## src/rtl/cg_rvarch_decode_stage.sv

```systemverilog
// RV32I/RV64I decode stage: registered decode with a one-entry skid buffer on a valid/ready pipe.
// Optional illegal-encoding detection is built when CG_RVDEC_ILLEGAL_EN is defined.
module cg_rvarch_decode_stage #(
    parameter int unsigned XLEN = 32
) (
    input  logic              i_clk,
    input  logic              i_rst_n,
    input  logic              i_flush,
    input  logic              i_valid,
    output logic              o_ready,
    input  logic [31:0]       i_instr,
    input  logic [XLEN-1:0]   i_pc,
    output logic              o_valid,
    input  logic              i_ready,
    output logic [XLEN-1:0]   o_pc,
    output logic [31:0]       o_instr,
    output logic [6:0]        o_opcode,
    output logic [4:0]        o_rd,
    output logic [4:0]        o_rs1,
    output logic [4:0]        o_rs2,
    output logic [2:0]        o_funct3,
    output logic [6:0]        o_funct7,
    output logic [XLEN-1:0]   o_imm,
    output logic              o_rd_we,
    output logic              o_is_branch,
    output logic              o_is_load,
    output logic              o_is_store,
    output logic              o_is_jump,
    output logic              o_is_word,
    output logic              o_illegal
);

    localparam int unsigned ILEN = 32;
    localparam bit          RV64 = (XLEN == 64);

    localparam logic [6:0] OPC_LOAD      = 7'b0000011;
    localparam logic [6:0] OPC_MISC_MEM  = 7'b0001111;
    localparam logic [6:0] OPC_OP_IMM    = 7'b0010011;
    localparam logic [6:0] OPC_AUIPC     = 7'b0010111;
    localparam logic [6:0] OPC_OP_IMM_32 = 7'b0011011;
    localparam logic [6:0] OPC_STORE     = 7'b0100011;
    localparam logic [6:0] OPC_OP        = 7'b0110011;
    localparam logic [6:0] OPC_LUI       = 7'b0110111;
    localparam logic [6:0] OPC_OP_32     = 7'b0111011;
    localparam logic [6:0] OPC_BRANCH    = 7'b1100011;
    localparam logic [6:0] OPC_JALR      = 7'b1100111;
    localparam logic [6:0] OPC_JAL       = 7'b1101111;
    localparam logic [6:0] OPC_SYSTEM    = 7'b1110011;

    // Stored payload; register fields are re-sliced from the held instruction word.
    typedef struct packed {
        logic [XLEN-1:0] pc;
        logic [ILEN-1:0] instr;
        logic [XLEN-1:0] imm;
        logic            rd_we;
        logic            is_branch;
        logic            is_load;
        logic            is_store;
        logic            is_jump;
        logic            is_word;
        logic            illegal;
    } dec_t;

    logic [6:0]         w_opc;
    logic [4:0]         w_rd;
    logic [2:0]         w_f3;
    logic [6:0]         w_f7;
    logic signed [31:0] w_imm32;
    logic               w_writes_rd;
    logic               w_illegal;
    dec_t               w_dec;

    dec_t               r_main;
    dec_t               r_skid;
    logic               r_main_valid;
    logic               r_skid_valid;
    logic               r_ready;

    dec_t               w_main_d;
    dec_t               w_skid_d;
    logic               w_main_valid_d;
    logic               w_skid_valid_d;
    logic               w_ready_d;

    logic               w_accept;
    logic               w_drain;

    assign w_opc = i_instr[6:0];
    assign w_rd  = i_instr[11:7];
    assign w_f3  = i_instr[14:12];
    assign w_f7  = i_instr[31:25];

    // Immediate formats, built at 32 bits then sign-extended to XLEN.
    always_comb begin
        w_imm32 = '0;
        case (w_opc)
            OPC_JALR, OPC_LOAD, OPC_OP_IMM, OPC_OP_IMM_32:
                w_imm32 = {{20{i_instr[31]}}, i_instr[31:20]};
            OPC_STORE:
                w_imm32 = {{20{i_instr[31]}}, i_instr[31:25], i_instr[11:7]};
            OPC_BRANCH:
                w_imm32 = {{19{i_instr[31]}}, i_instr[31], i_instr[7],
                           i_instr[30:25], i_instr[11:8], 1'b0};
            OPC_LUI, OPC_AUIPC:
                w_imm32 = {i_instr[31:12], 12'b0};
            OPC_JAL:
                w_imm32 = {{11{i_instr[31]}}, i_instr[31], i_instr[19:12],
                           i_instr[20], i_instr[30:21], 1'b0};
            default:
                w_imm32 = '0;
        endcase
    end

    always_comb begin
        w_writes_rd = 1'b0;
        case (w_opc)
            OPC_LOAD, OPC_OP_IMM, OPC_AUIPC, OPC_OP, OPC_LUI, OPC_JAL, OPC_JALR:
                w_writes_rd = 1'b1;
            OPC_OP_IMM_32, OPC_OP_32:
                w_writes_rd = RV64;
            default:
                w_writes_rd = 1'b0;
        endcase
    end

`ifdef CG_RVDEC_ILLEGAL_EN
    logic w_known_opc;

    always_comb begin
        w_known_opc = 1'b0;
        case (w_opc)
            OPC_LOAD, OPC_MISC_MEM, OPC_OP_IMM, OPC_AUIPC, OPC_STORE, OPC_OP,
            OPC_LUI, OPC_BRANCH, OPC_JALR, OPC_JAL, OPC_SYSTEM:
                w_known_opc = 1'b1;
            OPC_OP_IMM_32, OPC_OP_32:
                w_known_opc = RV64;
            default:
                w_known_opc = 1'b0;
        endcase
        w_illegal = 1'b0;
        if (w_opc[1:0] != 2'b11)
            w_illegal = 1'b1;
        if (!w_known_opc)
            w_illegal = 1'b1;
        if ((w_opc == OPC_JALR) && (w_f3 != 3'b000))
            w_illegal = 1'b1;
        if ((w_opc == OPC_BRANCH) && (w_f3[2:1] == 2'b01))
            w_illegal = 1'b1;
        if ((w_opc == OPC_OP) && (w_f7 != 7'b0000000) && (w_f7 != 7'b0100000))
            w_illegal = 1'b1;
        // Only ADD/SUB and SRL/SRA use the alternate funct7.
        if ((w_opc == OPC_OP) && (w_f7 == 7'b0100000) &&
            (w_f3 != 3'b000) && (w_f3 != 3'b101))
            w_illegal = 1'b1;
    end
`else
    assign w_illegal = 1'b0;
`endif

    always_comb begin
        w_dec           = '0;
        w_dec.pc        = i_pc;
        w_dec.instr     = i_instr;
        w_dec.imm       = XLEN'(w_imm32);
        w_dec.rd_we     = w_writes_rd && (w_rd != 5'd0) && !w_illegal;
        w_dec.is_branch = (w_opc == OPC_BRANCH);
        w_dec.is_load   = (w_opc == OPC_LOAD);
        w_dec.is_store  = (w_opc == OPC_STORE);
        w_dec.is_jump   = (w_opc == OPC_JAL) || (w_opc == OPC_JALR);
        w_dec.is_word   = RV64 && ((w_opc == OPC_OP_IMM_32) || (w_opc == OPC_OP_32));
        w_dec.illegal   = w_illegal;
    end

    assign w_accept = i_valid && r_ready && !i_flush;
    assign w_drain  = r_main_valid && i_ready;

    // Main/skid occupancy; the skid entry always drains first to keep program order.
    always_comb begin
        w_main_d       = r_main;
        w_skid_d       = r_skid;
        w_main_valid_d = r_main_valid;
        w_skid_valid_d = r_skid_valid;
        if (i_flush) begin
            w_main_valid_d = 1'b0;
            w_skid_valid_d = 1'b0;
        end else if (w_drain && r_skid_valid) begin
            w_main_d       = r_skid;
            w_skid_valid_d = 1'b0;
        end else if (w_accept && (!r_main_valid || w_drain)) begin
            w_main_d       = w_dec;
            w_main_valid_d = 1'b1;
        end else if (w_accept) begin
            w_skid_d       = w_dec;
            w_skid_valid_d = 1'b1;
        end else if (w_drain) begin
            w_main_valid_d = 1'b0;
        end
        w_ready_d = !w_skid_valid_d;
    end

    always_ff @(posedge i_clk or negedge i_rst_n) begin
        if (!i_rst_n) begin
            r_main       <= '0;
            r_skid       <= '0;
            r_main_valid <= 1'b0;
            r_skid_valid <= 1'b0;
            r_ready      <= 1'b1;
        end else begin
            r_main       <= w_main_d;
            r_skid       <= w_skid_d;
            r_main_valid <= w_main_valid_d;
            r_skid_valid <= w_skid_valid_d;
            r_ready      <= w_ready_d;
        end
    end

    assign o_ready     = r_ready;
    assign o_valid     = r_main_valid;
    assign o_pc        = r_main.pc;
    assign o_instr     = r_main.instr;
    assign o_opcode    = r_main.instr[6:0];
    assign o_rd        = r_main.instr[11:7];
    assign o_funct3    = r_main.instr[14:12];
    assign o_rs1       = r_main.instr[19:15];
    assign o_rs2       = r_main.instr[24:20];
    assign o_funct7    = r_main.instr[31:25];
    assign o_imm       = r_main.imm;
    assign o_rd_we     = r_main.rd_we;
    assign o_is_branch = r_main.is_branch;
    assign o_is_load   = r_main.is_load;
    assign o_is_store  = r_main.is_store;
    assign o_is_jump   = r_main.is_jump;
    assign o_is_word   = r_main.is_word;
    assign o_illegal   = r_main.illegal;

endmodule

```

## config.mk

```make
export PLATFORM = sky130hd
export DESIGN_NAME = cg_rvarch_decode_stage
export DESIGN_NICKNAME = d
export VERILOG_FILES = /design/src/rtl/cg_rvarch_decode_stage.sv
export SDC_FILE = /design/constraint.sdc
export NUM_CORES = 1
export LEC_CHECK = 0
export CAP_MARGIN = 20
export CORE_ASPECT_RATIO = 1.25
export CORE_UTILIZATION = 46
export CTS_CLUSTER_SIZE = 8
export DETAILED_ROUTE_END_ITERATION = 8
export PLACE_DENSITY = 0.86
export SYNTH_ARGS = -nofsm -noshare
export SYNTH_HDL_FRONTEND = slang
export SYNTH_SLANG_ARGS = --single-unit
```

## constraint.sdc

```tcl
create_clock -name i_clk -period 1.55 [get_ports i_clk]
set_input_delay 0.2325 -clock i_clk [delete_from_list [all_inputs] [get_ports i_clk]]
set_output_delay 0.2325 -clock i_clk [all_outputs]
set_load 0.03 [all_outputs]
```

==> metrics.cfg <==
[sta]
rsz0062_at_grt=true
achievable-frequency_ghz=0.506
hold_viol=0
fin_hold_ws_ns=0.194
clock_skew_ns=0.00773
period_needed_ns=1.98
relSlewSlack_pct=63.1
worst_slew_pin_slew_ns=0.548
setup_slack_ns=-0.426
slew_viol_final=0
finalCritPeriodShare_pct=127
setup_viol=214

[global_routing]
grt_pass1_vias=9609
grt_use_total_pct=31.3
grt_pass1_wl_um=50600
grt-ovfl-total=0
antenna_found_initial=0
grt_max_degree=54

[layout]
areaGrowthSynthToFinish_pct=57.3
fin_nets=1403
n_antenna_cell=0
final_common_cell=nand2_1
fill_cells=1159
final_layout_size_suffix_gt1_share_pct=31.8
layout_common_cells=371 x nand2_1, 203 x dfrtp_1, 67 x clkbuf_2, 66 x a31oi_1, 66 x clkdlybuf4s50_1

[clock_network]
h-tree-depth=1
cts_buffers=29
cts_sinks=205
cts_buffer_depth=3
clk_latency_ns=0.53
cts_tree=done
cts-root-buf=clkbuf_16
clk_pin_slew_worst_paths_ns=0.05

[yosys]
syn_area_um2=9270
async_reset_ff_share_pct=100
synth_cells=1062
synthTopCellsByArea=dfrtp_1 55%, nand2_1 15%, a31oi_1 6.2%
yosysSeqAreaShare_pct=55.3
synth_edf_count=0
synth.top_cell.area_share_pct=55.1
yosys_warnings=0
ys_ff_latch=205
synth_cell_type_count=48
ys.flop_type=dfrtp_1
synth_area_per_cell_um2=8.73
synth_top_area_cell=dfrtp_1

[setup_path]
timing_worst_setup_path_type=flip-flop to flip-flop
reg2reg_to=o_imm[20]$_DFFE_PN0P_
critPathArrivalTime_ns=2.37
cp-end-kind=flip-flop
rr_startpoint=o_ready$_DFF_PN1_
r2r_slack_ns=-0.43
endpoint=o_imm[20]$_DFFE_PN0P_
crit_path_start_kind=flip-flop
crit_start=o_ready$_DFF_PN1_
crit_fanout=11
worst_r2r_path_depth=6
critPathRequiredTime_ns=1.94

[pwr]
vdd_drop_max_uv=771
clkPwrFrac_pct=32.6
p_leak_nw=6.52
p_per_area_nw_per_um2=1180
p_sw_share_pct=33.7
total_power_mw=17.2
internal_power_mw=11.4
pwr-share-seq_pct=41.2
pwr-share-comb_pct=26.2
switchingPower_mw=5.81

[routing]
wl_per_cell_um=22.9
drc=0
first_pass_iters=5
vias_per_cell=6.04
wl_um=36900
dr.first_iter.drc_count=1002
antenna_left=0
vias=9722

[run_status]
violations=negative setup slack
status=finished with violations

[floorplanning]
die_h_um=161
die_area_um2=20700
start_util_pct=47.3
dieWidth_um=129
fp.coreArea_um2=19600
num_rows=57
io_pins=206

[flow_run]
maxCapViolCount=0

[place]
numPortBuffers=203
gp_congestion=0.838
hpwlAfterDp_um=18300

[min_path]
hp-class=input port to async pin

==> registers in the layout (all words and copies together) (netlist names) <==
signal        count
o_is_load         1
o_is_branch       1
o_is_store        1
o_rd_we           1
o_valid           1
o_ready           1
r_skid_valid      1
o_imm            32
r_skid          101
o_is_jump         1
o_instr          32
o_pc             32
==> worst max-delay path, stage by stage, from the launching register on <==
cell	delay, ns
dfstp_2	0.56
nand2_4	0.08
buf_4	0.14
a211o_4	0.38
clkbuf_16	0.20
nor3_1	0.37
a211oi_2	0.11
==> worst min-delay path by stage <==
stage | from | slack, ns | to | cells after the start
after floorplan | i_rst_n | -0.06 | o_imm[0]$_DFFE_PN0P_ | 0
after global placement | i_rst_n | 0.18 | r_skid[43]$_DFFE_PN0P_ | 1
after detailed placement | i_rst_n | 0.18 | o_instr[4]$_DFFE_PN0P_ | 1
after CTS | i_rst_n | 0.20 | o_instr[4]$_DFFE_PN0P_ | 2
after global routing | i_rst_n | 0.20 | o_instr[4]$_DFFE_PN0P_ | 2
final | i_rst_n | 0.19 | r_skid[43]$_DFFE_PN0P_ | 2
==> power by group through the flow <==
| stage | sequential [mW] | clock, mW | combinational (mW) |
|---|---|---|---|
| 3_3_place_gp | 6.86 | 0 | 3.86 |
| 6_report | 7.10 | 5.61 | 4.52 |
| 5_1_grt | 7.16 | 5.88 | 4.75 |
| 4_1_cts | 6.88 | 5.55 | 4.04 |
| 3_5_place_dp | 6.91 | 0 | 3.97 |
| 2_1_floorplan | 7.55 | 0 | 1.62 |
==> cell usage after synthesis, drive strengths merged, types with 2 or more instances <==
cell type    n
a211oi      12
a21o        12
a21oi       30
a31oi       92
and2         3
and3         3
buf         62
clkbuf      47
dfrtp      204
inv          5
nand2      383
nand3       17
nand3b       2
nor2       111
nor2b        3
nor3        15
nor4         4
o21ai       29
o31ai        4
o32ai        2
o41ai        2
or3          4
==> cell families (layout without fill, tap and decap cells) <==
| family | count (synthesis) | in the layout | synth area share, % |
|---|---|---|---|
| simple gates | 551 | 551 | 23.8 |
| flops | 205 | 205 | 55.3 |
| compound gates | 190 | 190 | 14.1 |
| buf+inv | 114 | 395 | 6.60 |
| other cells | 1 | 2 | 0.0404 |
| mux | 1 | 1 | 0.121 |
==> layer usage <==
metal	vias to the layer above	part of all wire [%]	track usage [%]
met1	4729	34	36.6
met5	-	0	0
met4	0	7.4	20.6
li1	4041	-	-
met2	721	50	52.7
met3	231	8.1	5.36
==> cell type report <==
type	instances	area, um^2	share of cell area [%]
sequential	205	5130	35.2
multi-input combinational	744	4560	31.3
timing repair buffer	349	3770	25.8
clock buffer	40	767	5.26
tap	265	332	2.27
inverter	5	18.8	0.129
clock inverter	1	5.00	0.0343
==> per-stage QoR <==
step / util (%) / worst slack (ns) / cell area (um^2) / cells / setup TNS (ns)
after floorplan: - / -0.105 / 9490 / 1063 / -8.36
after global placement: 62.0 / -0.597 / 12200 / 1518 / -66.15
after detailed placement: 62.0 / -0.679 / 12200 / 1518 / -76.52
after CTS: 71.4 / -0.176 / 14000 / 1604 / -15.05
after global routing: 74.3 / -0.475 / 14600 / 1609 / -51.62
final: 74.3 / -0.426 / 14600 / 1609 / -40.81
==> repair_timing <==
item	in CTS	in global routing
hold endpoints to repair	93	0
setup endpoints to repair	311	296
hold buffers	1	0
pin swaps	6	18
gates cloned	19	6
buffers inserted	27	10
gates resized for setup	314	294
Power figures use the tool's default switching activity.
